[src/rtl/imm_pkg.sv]
// Shared types for the decode-stage immediate issue controller: extension selects,
// opcode/subop encodings and the per-instruction classification record.
package imm_pkg;

    typedef enum logic [1:0] {
        EXT_ZE5  = 2'd0,
        EXT_SE15 = 2'd1,
        EXT_ZE15 = 2'd2,
        EXT_SE20 = 2'd3
    } ext_sel_t;

    // Major opcodes, instr[30:25]
    localparam logic [5:0] OpcAlu1  = 6'h20;
    localparam logic [5:0] OpcAddi  = 6'h28;
    localparam logic [5:0] OpcSubri = 6'h29;
    localparam logic [5:0] OpcLwi   = 6'h02;
    localparam logic [5:0] OpcSwi   = 6'h0A;
    localparam logic [5:0] OpcAndi  = 6'h2A;
    localparam logic [5:0] OpcXori  = 6'h2B;
    localparam logic [5:0] OpcOri   = 6'h2C;
    localparam logic [5:0] OpcMovi  = 6'h22;

    // ALU_1 subops, instr[4:0]
    localparam logic [4:0] SubSlli  = 5'h08;
    localparam logic [4:0] SubSrli  = 5'h09;
    localparam logic [4:0] SubSrai  = 5'h0A;
    localparam logic [4:0] SubRotri = 5'h0B;

    typedef struct packed {
        ext_sel_t sel;
        logic     use_imm;
        logic     illegal;
    } imm_class_t;

    localparam imm_class_t ClassNoImm   = '{sel: EXT_ZE5, use_imm: 1'b0, illegal: 1'b0};
    localparam imm_class_t ClassIllegal = '{sel: EXT_ZE5, use_imm: 1'b0, illegal: 1'b1};

    function automatic imm_class_t imm_class(ext_sel_t sel);
        imm_class_t c;
        c.sel     = sel;
        c.use_imm = 1'b1;
        c.illegal = 1'b0;
        return c;
    endfunction

endpackage

[src/rtl/imm_decode.sv]
// Combinational opcode classifier: picks the extension select and flags
// immediate use / illegal encodings for one instruction word.
module imm_decode
    import imm_pkg::*;
(
    input  logic [31:0] in_instr,
    output imm_class_t  cls
);

    logic [5:0] opcode;
    logic [4:0] subop;
    logic       unused_fields;

    assign opcode        = in_instr[30:25];
    assign subop         = in_instr[4:0];
    assign unused_fields = ^in_instr[24:5];

    always_comb begin
        cls = ClassNoImm;
        if (in_instr[31]) begin
            cls = ClassIllegal;
        end else begin
            case (opcode)
                OpcAlu1: begin
                    if (subop == SubSlli || subop == SubSrli ||
                        subop == SubSrai || subop == SubRotri) begin
                        cls = imm_class(EXT_ZE5);
                    end else begin
                        cls = ClassNoImm;
                    end
                end
                OpcAddi, OpcSubri, OpcLwi, OpcSwi: cls = imm_class(EXT_SE15);
                OpcAndi, OpcXori, OpcOri:          cls = imm_class(EXT_ZE15);
                OpcMovi:                           cls = imm_class(EXT_SE20);
                default:                           cls = ClassIllegal;
            endcase
        end
    end

endmodule

[src/rtl/imm_issue_ctrl.sv]
// Two-slot decode/issue pipeline around the shared extension unit: slot A drives
// the unit, slot B presents the registered immediate to EX with backpressure.
module imm_issue_ctrl
    import imm_pkg::*;
#(
    parameter int unsigned DSize = 32,
    parameter int unsigned CntW  = 16
) (
    input  logic             clk,
    input  logic             rst_n,
    input  logic             flush,

    input  logic             in_valid,
    output logic             in_ready,
    input  logic [31:0]      in_instr,

    output logic [19:0]      ext_instr,
    output logic             ext_s0,
    output logic             ext_s1,
    input  logic [DSize-1:0] ext_y,

    output logic             out_valid,
    input  logic             out_ready,
    output logic [DSize-1:0] out_imm,
    output logic             out_use_imm,
    output logic             out_illegal,
    output logic [CntW-1:0]  imm_cnt
);

    imm_class_t dec_class;

    logic       a_valid_q, a_valid_d;
    logic [19:0] a_instr_q, a_instr_d;
    imm_class_t a_class_q, a_class_d;

    logic             b_valid_q, b_valid_d;
    logic [DSize-1:0] b_imm_q, b_imm_d;
    logic             b_use_imm_q, b_use_imm_d;
    logic             b_illegal_q, b_illegal_d;

    logic [CntW-1:0] cnt_q, cnt_d;

    logic b_free;
    logic accept;
    logic advance;
    logic delivered;

    imm_decode u_decode (
        .in_instr (in_instr),
        .cls      (dec_class)
    );

    assign b_free    = !b_valid_q || out_ready;
    assign in_ready  = !flush && (!a_valid_q || b_free);
    assign accept    = in_valid && in_ready;
    assign advance   = a_valid_q && b_free;
    // EX has taken the entry even when a flush lands in the same cycle
    assign delivered = b_valid_q && out_ready;

    always_comb begin
        a_valid_d   = a_valid_q;
        a_instr_d   = a_instr_q;
        a_class_d   = a_class_q;
        b_valid_d   = b_valid_q;
        b_imm_d     = b_imm_q;
        b_use_imm_d = b_use_imm_q;
        b_illegal_d = b_illegal_q;
        cnt_d       = cnt_q;

        if (delivered && b_use_imm_q) begin
            cnt_d = cnt_q + CntW'(1);
        end

        if (accept) begin
            a_instr_d = in_instr[19:0];
            a_class_d = dec_class;
        end

        if (flush) begin
            a_valid_d = 1'b0;
            b_valid_d = 1'b0;
        end else begin
            if (accept) begin
                a_valid_d = 1'b1;
            end else if (advance) begin
                a_valid_d = 1'b0;
            end

            if (advance) begin
                b_valid_d   = 1'b1;
                b_imm_d     = a_class_q.use_imm ? ext_y : '0;
                b_use_imm_d = a_class_q.use_imm;
                b_illegal_d = a_class_q.illegal;
            end else if (out_ready) begin
                b_valid_d = 1'b0;
            end
        end
    end

    always_ff @(posedge clk or negedge rst_n) begin
        if (!rst_n) begin
            a_valid_q   <= 1'b0;
            a_instr_q   <= '0;
            a_class_q   <= '0;
            b_valid_q   <= 1'b0;
            b_imm_q     <= '0;
            b_use_imm_q <= 1'b0;
            b_illegal_q <= 1'b0;
            cnt_q       <= '0;
        end else begin
            a_valid_q   <= a_valid_d;
            a_instr_q   <= a_instr_d;
            a_class_q   <= a_class_d;
            b_valid_q   <= b_valid_d;
            b_imm_q     <= b_imm_d;
            b_use_imm_q <= b_use_imm_d;
            b_illegal_q <= b_illegal_d;
            cnt_q       <= cnt_d;
        end
    end

    assign ext_instr   = a_instr_q;
    assign ext_s0      = a_class_q.sel[0];
    assign ext_s1      = a_class_q.sel[1];
    assign out_valid   = b_valid_q;
    assign out_imm     = b_imm_q;
    assign out_use_imm = b_use_imm_q;
    assign out_illegal = b_illegal_q;
    assign imm_cnt     = cnt_q;

endmodule

[config.mk]
export PLATFORM = sky130hd
export DESIGN_NAME = imm_issue_ctrl
export DESIGN_NICKNAME = d
export VERILOG_FILES = /design/src/rtl/imm_pkg.sv /design/src/rtl/imm_decode.sv /design/src/rtl/imm_issue_ctrl.sv
export SDC_FILE = /design/constraint.sdc
export NUM_CORES = 1
export LEC_CHECK = 0
export BUFFER_PORTS_ARGS = -buffer_cell sky130_fd_sc_hd__buf_4
export CELL_PAD_IN_SITES_DETAIL_PLACEMENT = 1
export CELL_PAD_IN_SITES_GLOBAL_PLACEMENT = 1
export CORE_ASPECT_RATIO = 0.6
export CORE_MARGIN = 2
export CORE_UTILIZATION = 32
export DETAILED_ROUTE_END_ITERATION = 7
export HOLD_SLACK_MARGIN = 0.1
export PLACE_DENSITY = 0.73
export REMOVE_ABC_BUFFERS = 1
export SLEW_MARGIN = 20
export SYNTH_ARGS = -nofsm -noshare
export SYNTH_HDL_FRONTEND = slang
export SYNTH_HIERARCHICAL = 1
export SYNTH_SLANG_ARGS = --single-unit
[constraint.sdc]
create_clock -name clk -period 1.5 [get_ports clk]
set_input_delay 0.3 -clock clk [delete_from_list [all_inputs] [get_ports clk]]
set_output_delay 0.3 -clock clk [all_outputs]
set_load 0.01 [all_outputs]
Yosys cells after proc, flatten, opt, wreduce, memory -nomap -nowiden
Cells that the tools add are included.
{"block": "classes", "n_reduce_logical": 18, "n_mux": 10, "n_eq_ne": 13, "n_addsub": 1, "bitwise_logic": 1}
{"operator": "$eq 6x6->1 const B", "count": 7}
{"operator": "$mux 32", "count": 1}
{"operator": "$eq 5x4->1 const B", "count": 4}
{"operator": "$add 16x1->16 const B", "count": 1}
{"operator": "$pmux 4 s4", "count": 1}
{"operator": "$eq 6x2->1 const B", "count": 1}
{"operator": "$eq 6x4->1 const B", "count": 1}
{"operator": "$mux 1", "count": 6}
{"operator": "$reduce_bool 3->1", "count": 2}
{"operator": "$logic_and 1x1->1", "count": 5}
{"operator": "$logic_or 1x1->1", "count": 5}
{"operator": "$mux 4", "count": 1}
{"operator": "$reduce_or 4->1", "count": 1}
{"operator": "$logic_not 1->1", "count": 3}
{"operator": "$reduce_or 3->1", "count": 1}
{"operator": "$mux 2", "count": 1}
{"operator": "$reduce_and 2->1", "count": 1}
{"operator": "$not 1->1", "count": 1}
{"block": "word_totals", "input_bits": 69, "out_inout_bits": 74, "register_bits": 76, "elab_cells": 53}

Depth between registers and ports, before layout
{"block": "depth", "depth_word": 7, "ltp_mapped": 6, "mapped_depth_nobuf": 5}

By module
The synthesis kept the hierarchy.
{"mod": "imm_issue_ctrl", "seq_area_each_um2": 1901.8, "n_inst": 1, "area_per_inst_um2": 3155.5, "cells_per_inst": 266}
{"mod": "imm_decode", "seq_area_each_um2": 0.0, "n_inst": 1, "area_per_inst_um2": 131.4, "cells_per_inst": 18}

Least setup slack after synthesis
Ideal clock, no wire load.
{"block": "synth_path", "kind": "register to register", "from": "register b_valid_q (netlist: out_valid)", "to": "register a_class_q[0] (netlist name)", "setup_slack_ns": 0.035, "path_buffers": 1, "arrival_time_ns": 1.340, "setup_time_ns": 0.125, "period_less_slack_ns": 1.465, "stages_incl_launch_ff": 6, "cell_sequence": "dfrtp_1 nor2b_4 a21oi_4 nand2_4 buf_6 mux2_4"}
{"block": "synth_between", "elab_chain_cells": 5}
{"item": "from (decl)", "line": "imm_issue_ctrl.sv:36", "rtl": "logic b_valid_q, b_valid_d;"}
{"item": "from (signal assigned)", "line": "imm_issue_ctrl.sv:114", "rtl": "b_valid_q <= b_valid_d;"}
{"item": "$logic_not 1->1", "line": "imm_issue_ctrl.sv:53", "rtl": "assign b_free = !b_valid_q || out_ready;"}
{"item": "$logic_or 1x1->1", "line": "imm_issue_ctrl.sv:53"}
{"item": "$logic_or 1x1->1", "line": "imm_issue_ctrl.sv:54", "rtl": "assign in_ready = !flush && (!a_valid_q || b_free);"}
{"item": "$logic_and 1x1->1", "line": "imm_issue_ctrl.sv:54"}
{"item": "net in_ready", "line": "imm_issue_ctrl.sv:14", "rtl": "output logic in_ready,"}
{"item": "$logic_and 1x1->1", "line": "imm_issue_ctrl.sv:55", "rtl": "assign accept = in_valid && in_ready;"}
{"item": "to (signal assigned)", "line": "imm_issue_ctrl.sv:113", "rtl": "a_class_q <= a_class_d;"}
{"item": "to (decl)", "line": "imm_issue_ctrl.sv:34", "rtl": "imm_class_t a_class_q, a_class_d;"}
The timed path passes the listed nets, and every way through them passes these cells.
A chain may end at the register's enable or synchronous reset.

Worst setup path after layout
{"block": "layout_path", "from": "register b_valid_q (netlist: out_valid)", "to": "output in_ready"}
{"block": "layout_between", "elab_chain_cells": 4}
{"item": "$logic_not 1->1", "line": "imm_issue_ctrl.sv:53"}
{"item": "$logic_or 1x1->1", "line": "imm_issue_ctrl.sv:53"}
{"item": "$logic_or 1x1->1", "line": "imm_issue_ctrl.sv:54"}
{"item": "$logic_and 1x1->1", "line": "imm_issue_ctrl.sv:54"}
{"item": "to (decl)", "line": "imm_issue_ctrl.sv:14"}
No other way between the ends.

==> impl_results.md <==
* Avg Inst Size Synth at 11.6 um^2
* Final wirelength at 9120 um
* Routed Antenna Nets at 0
* HPWL after DPL at 6510 um
* Vias per Instance at 4.65
* TritonRoute pass-1 iters at 4
* Number of antenna violations at the first check in global routing at 0
* CP bufs+invs at 1
* Final Instance Area at 4910 um^2
* Worst min-delay path class: input pin to register
* Max Fanout on Critical Path at 4
* Worst setup SP type: register
* Final Skew at 0.00395 ns
* Number of enable flip-flop cells after synthesis at 0
* CP top delay family: flip-flops
* Final core utilization at 0.496
* Placed cells at 555
* Max-cap violations at 0
* Hold path start: in_instr[0]
* CTS tree: yes
* Cells after synthesis at 284
* Layout overhead on the synthesized area at 49.5%
* Pleak at 2.60 nW
* Crit. End Element: output port
* CTS root buffer: clkbuf_16
* Worst-skew pair later-pin latency at 0.33 ns
* Vias in the first global route at 2828
* Top Ports at 143
* Die X at 135 um
* Max Slew Vio Count at 0
* Vias post-DR at 2663
* Ys flop type: dfrtp_1
* Final net count at 503
* Maximum VDD drop at 0.000530 V
* Final-report setup violation count at 0
* Seq/Total Area, Yosys at 0.579
* Worst hold margin at 0.181 ns
* Yosys cell types at 39
* Antenna Cells at 0
* FFs w/ async S/R, synth at 1.00
* Clk slew on worst S/H paths at 0.06 ns
* Worst path max stage delay at 0.37 ns
* Min Tclk post-route at 1.45 ns
* CTS max path bufs at 2
* Die Y at 82.5 um
* Hold endpoint: ext_instr[0]
* Placer Congestion at 0.760
* Reg2reg path depth at 5
* I/O Buffers at 137
* CTS Buf Count at 9
* Total gr overflow at 0
* Register bit total from synthesis at 76
* Worst-Margin Slew at 0.423 ns
* Worst path slowest cell: dfrtp_1
* Mapped cell area at 3290 um^2
* DR DRC count at 0
* Worst R2R Start: out_valid
* Kind of critical path: register to output port
* Hold Vio Cnt, Final at 0
* Status: completed
* RSZ-0062 raised after global routing: true
* First-pass GRT wire length at 14500 um
* Worst Hold Depth at 2
* Row count at 28
* Cell accounting for the most synthesized area: dfrtp_1
* Proportion of layout cells with a drive suffix above 1 at 0.463
* FF-to-FF End: ext_instr[1]
* H-tree depth at 3
* Number of warnings issued by yosys at 6
* Non-Filler Instances at 573
* Setup TNS at 0 ns
* FF-to-FF setup slack at 0.10 ns
* Pin count of the biggest net entering global routing at 77
* FMAX at 0.690 GHz
* CP arrival at 1.15 ns
* GRT Total Usage at 0.169
* Worst EP required at 1.20 ns
* Clk sink count at 76
* Die footprint at 11100 um^2
* Synth area leaders: dfrtp_1, mux2_4, nand2_1, nand3_1, xnor2_1
* Crit path cell chain: nor2b_4, a21oi_4, buf_6
* Average wire per cell in the routed design at 15.9 um
* First-iteration detailed-routing DRC count at 63
* Post-DP Area at 4540 um^2
* Initial core utilization at 0.332
* Synth top area share at 0.579
* Final worst-path cycle share at 0.966
* Core area at 9910 um^2
* Power Density at 1130 nW/um^2
* Slew headroom at 0.718
==> cell usage after synthesis (2+ instances only) <==
| master | count |
|---|---|
| mux2_4 | 21 |
| dfrtp_1 | 76 |
| nand4_1 | 5 |
| and4_1 | 2 |
| nor2_1 | 7 |
| clkbuf_1 | 3 |
| xor2_1 | 3 |
| a21oi_1 | 2 |
| mux2_1 | 4 |
| buf_6 | 5 |
| buf_2 | 4 |
| o21ai_0 | 3 |
| nand3_1 | 36 |
| nand2_1 | 77 |
| xnor2_1 | 12 |
==> stage by stage <==
step	total power [mW]	worst slack [ns]
after detailed placement	3.21	-0.00210
after floorplan	2.64	-0.447
after global placement	3.17	0.0636
after CTS	5.67	0.00627
after global routing	5.83	-0.00218
final	5.58	0.0510
==> per-layer routing <==
layer,GRT usage,part of all wire
met3,0.0690,0.087
met4,0.0442,0.010
met1,0.217,0.47
met5,0,0
met2,0.269,0.44
==> timing repair <==
action,in CTS,in global routing
resized for setup,1,6
pin swaps,0,2
setup buffers,1,0
endpoints found under the setup margin,2,4
endpoints found under the hold margin,76,0
hold buffers,1,0
==> logic make-up after synthesis <==
| group | synth area share |
|---|---|
| flops | 0.579 |
| mux | 0.113 |
| simple gates | 0.215 |
| fa+ha+maj | 0.00381 |
| buf+inv | 0.0289 |
| xor+xnor | 0.0400 |
| compound gates | 0.0202 |
==> area by class of cell <==
cell class / count / area (um^2)
Clock buffer: 13 / 270
Fill cell: 1088 / 5000
Tap cell: 135 / 169
Multi-Input combinational cell: 194 / 1310
Timing Repair Buffer: 151 / 1190
Inverter: 1 / 3.75
Sequential cell: 76 / 1900
Clock inverter: 3 / 67.6
==> worst max path at each step <==
stage                    from            end  slack [ns]  cells past startpoint
floorplan           out_valid     out_imm[0]       -0.45                      4
global placement    out_valid  ext_instr[18]        0.06                      5
detailed placement  out_valid   ext_instr[1]      -0.002                      5
CTS                 out_valid       in_ready       0.006                      3
global route        out_valid       in_ready      -0.002                      3
finish              out_valid       in_ready        0.05                      3
==> state kept, by name, summed over array words and instances (netlist names) <==
| register | flops |
|---|---|
| a_class_q | 2 |
| a_valid_q | 1 |
| ext_instr | 20 |
| ext_s0 | 1 |
| ext_s1 | 1 |
| imm_cnt | 16 |
| out_illegal | 1 |
| out_imm | 32 |
| out_use_imm | 1 |
| out_valid | 1 |
==> cells in the final DEF (no fill, tap or decap), types with 4 or more instances in the layout <==
cell,instances
buf_12,4
buf_4,145
clkbuf_16,9
dfrtp_1,74
mux2_1,4
mux2_4,21
nand2_1,77
nand3_1,35
nand4_1,5
nor2_1,7
xnor2_1,12
==> power breakdown <==
part | total [mW] | switching (mW) | leakage (nW) | internal, mW
Clock | 2.42 | 0.825 | 0.162 | 1.59
Combinational | 0.855 | 0.371 | 1.45 | 0.484
Sequential | 2.30 | 0.102 | 0.995 | 2.20
==> worst reg2reg max path, cell delays in order, from the launching register on <==
cell	delay (ns)
dfrtp_1	0.37
nor2b_4	0.15
a21oi_4	0.17
nand2_4	0.08
buf_12	0.17
mux2_1	0.34
(Power assumes the default switching activity.)
